File: src/rtl/bus_arbiter_if.sv
// Request/select bundle between the two bus masters and the arbiter.
// The master modport is the requestor side, the slave modport is the arbiter side.
interface bus_arbiter_if;
  logic       m1_req;
  logic [1:0] m1_slave_id;
  logic       m2_req;
  logic [1:0] m2_slave_id;
  logic [1:0] bus_grant;
  logic [1:0] slave_sel;
  logic       m1_granted;
  logic       m2_granted;
  logic       timeout;
  logic       id_err;

  modport master (
    output m1_req, m1_slave_id, m2_req, m2_slave_id,
    input  bus_grant, slave_sel, m1_granted, m2_granted, timeout, id_err
  );

  modport slave (
    input  m1_req, m1_slave_id, m2_req, m2_slave_id,
    output bus_grant, slave_sel, m1_granted, m2_granted, timeout, id_err
  );
endinterface

File: src/rtl/bus_arbiter.sv
// Two-master round-robin bus arbiter with a per-grant watchdog and a one-cycle
// turnaround between owners. All bus-facing outputs come straight from flops.
//
// state | meaning
// IDLE  | bus free; arbitrate eligible requests every cycle
// GRANT | bus owned; select pair frozen, watchdog counting
// TURN  | single dead cycle after a release or revoke
module bus_arbiter #(
  parameter int TIMEOUT = 1024,
  parameter int CNT_W   = 11
) (
  input logic         clk,
  input logic         rst,
  bus_arbiter_if.slave bus
);

  typedef enum logic [1:0] {IDLE, GRANT, TURN} state_t;

  localparam logic [CNT_W-1:0] TERM_CNT = CNT_W'((TIMEOUT > 0) ? TIMEOUT - 1 : 0);

  state_t           state;
  logic [1:0]       grant_q;
  logic [1:0]       sel_q;
  logic [CNT_W-1:0] cnt;
  logic             last_m2;
  logic             lock_m1;
  logic             lock_m2;
  logic             timeout_q;
  logic             id_err_q;

  logic       elig_m1;
  logic       elig_m2;
  logic       pick_m2;
  logic [1:0] win_id;
  logic       owner_req;

  always_comb begin
    elig_m1   = bus.m1_req & ~lock_m1;
    elig_m2   = bus.m2_req & ~lock_m2;
    // On a tie the master that did not own the bus last wins.
    pick_m2   = elig_m2 & (~elig_m1 | ~last_m2);
    win_id    = pick_m2 ? bus.m2_slave_id : bus.m1_slave_id;
    owner_req = (grant_q == 2'd2) ? bus.m2_req : bus.m1_req;
  end

  always_ff @(posedge clk or negedge rst) begin
    if (!rst) begin
      state     <= IDLE;
      grant_q   <= 2'd0;
      sel_q     <= 2'd0;
      cnt       <= '0;
      last_m2   <= 1'b1;
      lock_m1   <= 1'b0;
      lock_m2   <= 1'b0;
      timeout_q <= 1'b0;
      id_err_q  <= 1'b0;
    end else begin
      timeout_q <= 1'b0;
      id_err_q  <= 1'b0;
      if (!bus.m1_req) lock_m1 <= 1'b0;
      if (!bus.m2_req) lock_m2 <= 1'b0;

      case (state)
        IDLE: begin
          cnt <= '0;
          if (elig_m1 || elig_m2) begin
            if (win_id == 2'd0) begin
              id_err_q <= 1'b1;
            end else begin
              state   <= GRANT;
              grant_q <= pick_m2 ? 2'd2 : 2'd1;
              sel_q   <= win_id;
            end
          end
        end

        GRANT: begin
          if (!owner_req) begin
            state   <= TURN;
            grant_q <= 2'd0;
            sel_q   <= 2'd0;
            cnt     <= '0;
            last_m2 <= (grant_q == 2'd2);
          end else if (TIMEOUT != 0 && cnt == TERM_CNT) begin
            state     <= TURN;
            grant_q   <= 2'd0;
            sel_q     <= 2'd0;
            cnt       <= '0;
            timeout_q <= 1'b1;
            last_m2   <= (grant_q == 2'd2);
            if (grant_q == 2'd2) lock_m2 <= 1'b1;
            else                 lock_m1 <= 1'b1;
          end else if (TIMEOUT == 0) begin
            cnt <= '0;
          end else if (cnt != {CNT_W{1'b1}}) begin
            cnt <= cnt + 1'b1;
          end
        end

        TURN: begin
          state   <= IDLE;
          grant_q <= 2'd0;
          sel_q   <= 2'd0;
          cnt     <= '0;
        end

        default: begin
          state   <= IDLE;
          grant_q <= 2'd0;
          sel_q   <= 2'd0;
          cnt     <= '0;
        end
      endcase
    end
  end

  assign bus.bus_grant  = grant_q;
  assign bus.slave_sel  = sel_q;
  assign bus.m1_granted = (grant_q == 2'd1);
  assign bus.m2_granted = (grant_q == 2'd2);
  assign bus.timeout    = timeout_q;
  assign bus.id_err     = id_err_q;

endmodule

File: src/flat_wrapper.sv
// flat-port wrapper written by rule: the top's interface ports become plain ports
module bus_arbiter_flat 
#(
  parameter int TIMEOUT = 1024,
  parameter int CNT_W   = 11
)
  (clk, rst, bus_m1_req, bus_m1_slave_id, bus_m2_req, bus_m2_slave_id, bus_bus_grant, bus_slave_sel, bus_m1_granted, bus_m2_granted, bus_timeout, bus_id_err);
  bus_arbiter_if bus_i ();
  input logic clk;
  input logic rst;
  input wire logic [$bits(bus_i.m1_req)-1:0] bus_m1_req;
  input wire logic [$bits(bus_i.m1_slave_id)-1:0] bus_m1_slave_id;
  input wire logic [$bits(bus_i.m2_req)-1:0] bus_m2_req;
  input wire logic [$bits(bus_i.m2_slave_id)-1:0] bus_m2_slave_id;
  output wire logic [$bits(bus_i.bus_grant)-1:0] bus_bus_grant;
  output wire logic [$bits(bus_i.slave_sel)-1:0] bus_slave_sel;
  output wire logic [$bits(bus_i.m1_granted)-1:0] bus_m1_granted;
  output wire logic [$bits(bus_i.m2_granted)-1:0] bus_m2_granted;
  output wire logic [$bits(bus_i.timeout)-1:0] bus_timeout;
  output wire logic [$bits(bus_i.id_err)-1:0] bus_id_err;
  assign bus_i.m1_req = bus_m1_req;
  assign bus_i.m1_slave_id = bus_m1_slave_id;
  assign bus_i.m2_req = bus_m2_req;
  assign bus_i.m2_slave_id = bus_m2_slave_id;
  assign bus_bus_grant = bus_i.bus_grant;
  assign bus_slave_sel = bus_i.slave_sel;
  assign bus_m1_granted = bus_i.m1_granted;
  assign bus_m2_granted = bus_i.m2_granted;
  assign bus_timeout = bus_i.timeout;
  assign bus_id_err = bus_i.id_err;
  bus_arbiter #(.TIMEOUT(TIMEOUT), .CNT_W(CNT_W)) u_core (.clk(clk), .rst(rst), .bus(bus_i));
endmodule
File: config.mk
export PLATFORM = sky130hd
export DESIGN_NAME = bus_arbiter_flat
export DESIGN_NICKNAME = d
export VERILOG_FILES = /design/src/rtl/bus_arbiter_if.sv /design/src/rtl/bus_arbiter.sv /design/src/flat_wrapper.sv
export SDC_FILE = /design/constraint.sdc
export NUM_CORES = 1
export LEC_CHECK = 0
export ABC_AREA = 1
export BUFFER_PORTS_ARGS = -buffer_cell sky130_fd_sc_hd__buf_4
export CORE_ASPECT_RATIO = 1.1
export CORE_UTILIZATION = 25
export CTS_BUF_LIST = sky130_fd_sc_hd__clkbuf_16
export CTS_CLUSTER_SIZE = 16
export DETAILED_ROUTE_END_ITERATION = 10
export SYNTH_ARGS = -nofsm -noshare
export SYNTH_HDL_FRONTEND = slang
export SYNTH_SLANG_ARGS = --single-unit
export TNS_END_PERCENT = 100
File: constraint.sdc
create_clock -name clk -period 1.9 [get_ports clk]
set_input_delay 0.285 -clock clk [delete_from_list [all_inputs] [get_ports clk]]
set_output_delay 0.285 -clock clk [all_outputs]
set_load 0.02 [all_outputs]
==> results of run 1 <==
kinds of logic after synthesis:
family,synth area share
adders and majority gates,0.0101
AOI/OAI and AO/OA,0.0801
DFF,0.447
buffers and inverters,0.0912
and+or+nand+nor,0.372
flip-flops by register name, summed over array words and instances, names as in the netlist:
name                  flops
u_core.lock_m2            1
u_core.lock_m1            1
u_core.state              2
u_core.last_m2            1
u_core.bus.bus_grant      2
u_core.bus.id_err         1
u_core.cnt               11
u_core.bus.timeout        1
u_core.bus.slave_sel      2
how the worst min path moves through the flow:
| stage | from | to | slack (ns) | depth (start not counted) |
|---|---|---|---|---|
| final | bus_m2_req | u_core.lock_m2 | 0.26 | 3 |
| after global placement | rst | u_core.cnt[7] | 0.19 | 1 |
| after detailed placement | rst | u_core.cnt[3] | 0.20 | 1 |
| after global routing | bus_m2_req | u_core.lock_m2 | 0.29 | 3 |
| after floorplan | rst | u_core.bus.bus_grant[0] | -0.01 | 0 |
| after CTS | bus_m2_req | u_core.lock_m2 | 0.27 | 3 |
per-layer routing:
metal	part of all wire	wire length, µm	vias to the layer above	GRT usage
met5	0	0	-	0
met4	0.030	73	0	0.0658
met3	0.029	69	7	0.0185
met2	0.47	1130	18	0.182
met1	0.47	1130	465	0.123
li1	-	-	544	-
repair_timing:
action / in CTS / in global routing
setup endpoints to repair: 0 / 0
hold buffers: 1 / 0
hold endpoints to repair: 21 / 0
placed cells by master, fill, tap and decap left out:
cell,instances
a21oi_1,4
a21oi_4,1
a31oi_1,1
buf_4,15
clkbuf_16,3
clkinv_1,1
dfrtp_1,21
dfstp_2,1
dlygate4sd3_1,1
ha_1,1
inv_1,28
inv_2,2
nand2_1,40
nand2_2,4
nand3_1,19
nand3_2,1
nand3_4,1
nand3b_1,1
nand4_1,2
nand4_4,1
nor2_1,17
nor2_2,2
nor2_4,1
nor2_8,1
o21a_1,1
o21ai_0,6
o21ai_1,1
o21bai_1,1
o22ai_1,1
or2_2,2
report_power, final:
part           total, mW  switching, mW  internal, mW
Clock              0.445          0.164         0.281
Sequential         0.600         0.0514         0.548
Combinational      0.561          0.364         0.196
Total               1.61          0.580          1.03
stage by stage:
stage	total power [mW]	instances	util	area, µm²
final	1.61	237	0.322	1510
after global routing	1.73	237	0.322	1510
after CTS	1.63	237	0.322	1510
after detailed placement	1.18	232	0.303	1420
after global placement	1.17	232	0.303	1420
after floorplan	0.993	161	-	1230
critical path: stages, from the launching register on:
cell and delay [ns]:
dfrtp_1 0.38, ha_1 0.20, nand3_1 0.13, inv_2 0.16, nand3_4 0.12, a21oi_4 0.24, nand2_2 0.11, nand2_1 0.07
nand2_1 0.05
area by class of cell:
type | count | area (µm²)
fillers | 520 | 3180
multi-input cells | 109 | 571
flip-flops and latches | 22 | 552
repair buffers | 16 | 123
inverters | 30 | 113
clock buffers | 3 | 75.1
well taps | 56 | 70.1
clock inverters | 1 | 3.75
==> flow_summary_export.csv, run 1 <==
group,metric,value,unit
outcome,status,"completed",
grt,grt_overflow,0,
sta,setup_viol,0,
synthesis,synth.most_common_cell,"nand2_1",
setup_path,worstSetupPathType,"reg -> reg",
synthesis,synth_seq_cells,22,
setup_path,endpoint,"u_core.bus.bus_grant[0]",
synthesis,yosys-top-cells-area,"dfrtp_1, nand2_1, inv_1",
setup_path,arrival,1.72,ns
place,gp_congestion,0.745,
routing,drc_errors,0,
floorplanning,core,4680,µm²
setup_path,cp-start-kind,"flip-flop",
setup_path,r2r_slack,0.33,ns
place,hpwl,1900,µm
sta,maxSlewHeadroom,0.802,
floorplanning,boundaryPins,16,
grt,grt_start_max_net_pins,23,
sta,finClkSkew,0.00227,ns
clock_network,cts_made_buffers,3,
synthesis,syn_area_per_cell,7.67,µm²
power_and_ir_drop,ir_drop,0.000527,V
routing,detail_route.wl_per_cell,10.1,µm
synthesis,syn_nets,170,
synthesis,synth_cells,161,
floorplanning,start_util,0.264,
routing,postRouteAntennaNets,0,
synthesis,synth_top_flop_cell,"dfrtp_1",
sta,period_needed,1.57,ns
floorplanning,floorplan.die_area,5230,µm²
finish,drive_gt1_frac,0.193,
grt,track_usage,0.105,
sta,final_hold_viol_count,0,
power_and_ir_drop,power_density,1070,nW/µm²
sta,fin_ws,0.325,ns
synthesis,synth-edff-count,0,
sta,final-max-slew-violation-count,0,
synthesis,synth_warnings,0,
clock_network,cts_setup_buffers,0,
clock_network,cts_tree,"built",
clock_network,cts_max_level,1,
power_and_ir_drop,p_leak,0.853,nW
sta,max_freq,635,MHz
synthesis,yosysUniqueCellTypes,26,
finish,antenna_cells,0,
setup_path,crit_required,2.04,ns
synthesis,synth_area,1230,µm²
routing,drt-initial-drc-count,38,
place,numPortBuffers,15,
sta,tightest_slew,0.297,ns
setup_path,r2r_end,"u_core.bus.bus_grant[0]",
setup_path,cp-end-kind,"flip-flop",
clock_network,clock-sinks,22,
place,pre_cts_ws,0.326,ns
clock_network,insertion_delay,0.25,ns
routing,routed-via-count,1034,
sta,timing.final.crit_share,0.829,
job,max-cap-violations,0,
sta,rsz0062_at_grt,"no",
clock_network,cts_buffer_depth,2,
synthesis,synth_top_cell_by_area,"dfrtp_1",
sta,setup_tns,0,ns
grt,antenna_found_initial,0,
synthesis,ys_seq_area_frac,0.447,
clock_network,clk_root_buffer_cell,"clkbuf_16",
sta,whs,0.264,ns
grt,grt_pass1_wl,4330,µm
worst_hold_path,worstHoldPathType,"in -> reg",
synthesis,synth-async-reset-ratio,1.00,
floorplanning,die_height,75.7,µm
finish,nNetsFinal,191,
routing,vias_per_cell,4.36,
setup_path,reg2reg_from,"u_core.cnt[0]",
setup_path,r2r_cells,8,
floorplanning,row_count,26,
setup_path,worstPathMaxFanout,6,
routing,first_pass_iters,4,
clock_network,cts.repair.resized,0,
setup_path,cp-startpoint,"u_core.cnt[0]",
floorplanning,dieWidth,69.0,µm
finish,syn_to_final_growth,22.0,%
routing,wirelength,2400,µm
clock_network,cts.clk_slew.worst_paths,0.06,ns
synthesis,synthTopCellsByCount,"nand2_1, inv_1, dfrtp_1",
grt,grt_pass1_vias,1024,
synthesis,synth_top_area_share,0.426,
Power figures use the tool's default switching activity.
==> run 2, diff against run 1 <==
--- a/config.mk
+++ b/config.mk
@@ -5,7 +5,7 @@
 export SDC_FILE = /design/constraint.sdc
 export NUM_CORES = 1
 export LEC_CHECK = 0
-export ABC_AREA = 1
+export ABC_AREA = 0
 export BUFFER_PORTS_ARGS = -buffer_cell sky130_fd_sc_hd__buf_4
 export CORE_ASPECT_RATIO = 1.1
 export CORE_UTILIZATION = 25
==> constraint.sdc (replaced) <==
create_clock -name clk -period 1.4 [get_ports clk]
set_input_delay 0.21 -clock clk [delete_from_list [all_inputs] [get_ports clk]]
set_output_delay 0.21 -clock clk [all_outputs]
set_load 0.02 [all_outputs]
==> run 2 against run 1 <==
  * Largest cell class unchanged
  * Die area decreased by 1.2%
  * Via count increased by 22%
  * Register-to-register slack got worse by 0.48 ns
  * Sequential share of layout area decreased by 8.2 points
  * Largest power group is now combinational logic
  * Highest routed layer unchanged
  * The run now ends with negative setup slack left
==> flow_summary_export.csv, run 2 <==
group,metric,value,unit
outcome,status,"complete, but fails checks",
outcome,violations,"negative setup slack",
job,max-cap-violations,0,
sta,period_needed,1.56,ns
synthesis,synth_area,1220,µm²
synthesis,synth-async-reset-ratio,1.00,
finish,stdcell_area,1940,µm²
grt,track_usage,0.148,
floorplanning,floorplan.die_area,5160,µm²
setup_path,worstSetupPathType,"reg -> reg",
synthesis,synthXorXnorAreaFrac,0,
power_and_ir_drop,intPower,1.66,mW
sta,fin_ws,-0.158,ns
place,gp_congestion,0.762,
sta,tightest_slew,0.544,ns
clock_network,clock-sinks,22,
synthesis,synth_compound_gate_area_share,0.172,
finish,largest_reg_flops,11,
setup_path,worst-path-buf-inv,0,
sta,finClkSkew,0.00231,ns
grt,grt_pass1_vias,1234,
synthesis,yosys.area_share.simple,0.314,
synthesis,muxShareOfSynthArea,0.0267,
sta,final-max-slew-violation-count,0,
sta,maxSlewHeadroom,0.636,
synthesis,ys_seq_area_frac,0.452,
synthesis,synth_top_area_share,0.431,
clock_network,insertion_delay,0.25,ns
finish,final_cells,248,
setup_path,arrival,1.75,ns
synthesis,synth-edff-count,0,
clock_network,cts_made_buffers,3,
setup_path,cp_cell_sequence,"ha_4 -> nand3_4 -> or4_4 -> nor3_2 -> o21a_1",
routing,vias_per_cell,5.10,
power_and_ir_drop,power_density,1320,nW/µm²
power_and_ir_drop,p_sw_frac,0.350,
power_and_ir_drop,p_switching,896,µW
setup_path,cp_slowest_cell,"or4_4",
synthesis,synth_seq_cells,22,
finish,regArea,553,µm²
floorplanning,die_height,75.3,µm
power_and_ir_drop,p_leak,0.855,nW
routing,drt-initial-drc-count,41,
sta,rsz0062_at_grt,"yes",
clock_network,cts_tree,"built",
grt,antenna_found_initial,0,
finish,top_register,"u_core.cnt",
clock_network,cts_buffer_depth,2,
sta,final_hold_viol_count,0,
synthesis,syn_area_per_cell,9.38,µm²
floorplanning,core,4650,µm²
synthesis,synthTopCellsByCount,"dfrtp_1, nand2_1, nand3_1, nor2_1",
synthesis,syn_nets,139,
floorplanning,start_util,0.262,
finish,layout_common_cells,"buf_4, dfrtp_1, nor2_1, nand2_1, nand3_1",
synthesis,synth_top_family_by_area,"simple AND/OR/NAND/NOR gates",
clock_network,clk_root_buffer_cell,"clkbuf_16",
grt,grt_pass1_wl,5650,µm
place,place_inst,235,
routing,postRouteAntennaNets,0,
setup_path,path_delay_family,"simple AND/OR/NAND/NOR gates",
power_and_ir_drop,seqPwrFrac,0.330,
synthesis,synth_cells,130,
synthesis,yosysUniqueCellTypes,40,
finish,nFillCells,470,
power_and_ir_drop,pwr-share-clk,0.239,
place,hpwl,2410,µm
routing,drc_errors,0,
routing,first_pass_iters,4,
clock_network,cts.clk_slew.worst_paths,0.06,ns
routing,detail_route.wl_per_cell,14.5,µm
power_and_ir_drop,ir_drop,0.00105,V
floorplanning,row_count,26,
routing,routed-via-count,1264,
clock_network,cts_max_level,1,
sta,max_freq,642,MHz
finish,syn_to_final_growth,59.3,%
finish,multi_input_area,769,µm²
synthesis,synth_warnings,0,
setup_path,cp-end-kind,"flip-flop",
grt,grt_overflow,0,
routing,wirelength,3600,µm
setup_path,cp_slowest_stage_delay,0.57,ns
finish,nNetsFinal,202,
power_and_ir_drop,combPwrFrac,0.431,
synthesis,synth_top_cell_by_area,"dfrtp_1",
synthesis,yosys-top-cells-area,"dfrtp_1, nand3_1, nand4_1",
sta,setup_viol,16,
setup_path,cp-start-kind,"flip-flop",
setup_path,crit_required,1.59,ns
synthesis,synth_fa_ha_area_frac,0.0103,
worst_hold_path,worstHoldPathType,"in -> reg",
synthesis,synth_top_flop_cell,"dfrtp_1",
synthesis,synth.most_common_cell,"dfrtp_1",
setup_path,worstPathMaxFanout,4,
finish,final_common_cell,"buf_4",
place,numPortBuffers,15,
grt,grt_start_max_net_pins,23,
finish,antenna_cells,0,
floorplanning,dieWidth,68.6,µm
finish,drive_gt1_frac,0.490,
place,place_area,1690,µm²
sta,timing.final.crit_share,1.11,
floorplanning,boundaryPins,16,
run 2: final cells by class:
cell class	instances	area share
well taps	56	0.0361
multi-input cells	103	0.396
flip-flops and latches	22	0.285
clock inverters	1	0.00193
repair buffers	60	0.237
inverters	3	0.00580
clock buffers	3	0.0386
run 2: repair_timing:
action	in CTS	in global routing
hold buffers	1	0
endpoints found under the hold margin	21	0
pin swaps	6	10
setup buffers	4	3
gates resized for setup	7	17
gates cloned	0	1
setup endpoints to repair	16	22
run 2: worst paths after layout:
kind	startpoint	endpoint	slack, ns	depth (start not counted)
max in group asynchronous	rst	u_core.last_m2	0.73	2
max reg2reg	u_core.cnt[1]	u_core.lock_m2	-0.16	5
min	bus_m1_req	u_core.lock_m1	0.21	2
max	u_core.cnt[1]	u_core.lock_m2	-0.16	5
min reg2reg	u_core.state[0]	u_core.state[0]	0.52	1
min in group asynchronous	rst	u_core.cnt[5]	0.39	2
run 2: through the flow:
stage | worst slack [ns] | TNS [ns] | util | total power, mW | hold WS, ns
2_1_floorplan | -0.168 | -1.18 | - | 1.34 | -0.0856
3_3_place_gp | -0.0855 | -0.799 | 0.363 | 1.83 | 0.124
3_5_place_dp | -0.106 | -1.02 | 0.363 | 1.83 | 0.125
4_1_cts | -0.125 | -1.10 | 0.394 | 2.51 | 0.204
5_1_grt | -0.213 | -2.48 | 0.418 | 2.72 | 0.229
6_report | -0.158 | -1.30 | 0.418 | 2.56 | 0.211
run 2: kinds of logic after synthesis:
group                    Yosys count
adder cells (fa/ha/maj)            1
buffers and inverters              6
flip-flops                        22
AO/OA/AOI/OAI                     29
multiplexers                       3
AND/OR/NAND/NOR                   69
run 2: power groups by stage:
stage / clock [mW] / combinational [mW] / sequential (mW)
after floorplan: 0 / 0.414 / 0.924
after global placement: 0 / 0.977 / 0.848
after detailed placement: 0 / 0.989 / 0.846
after CTS: 0.627 / 1.05 / 0.836
after global routing: 0.652 / 1.21 / 0.862
final: 0.611 / 1.10 / 0.844
run 2: per-layer routing:
metal	vias up	global-route usage	part of all wire
li1	621	-	-
met1	614	0.171	0.42
met2	24	0.279	0.53
met3	5	0.0348	0.037
met4	0	0.0208	0.013
met5	-	0	0
run 2: worst register-to-register path, cell delays in order, from the launching register on:
cell and delay [ns]:
dfrtp_1 0.39, ha_4 0.18, nand3_4 0.09, or4_4 0.57, nor3_2 0.15, o21a_1 0.13
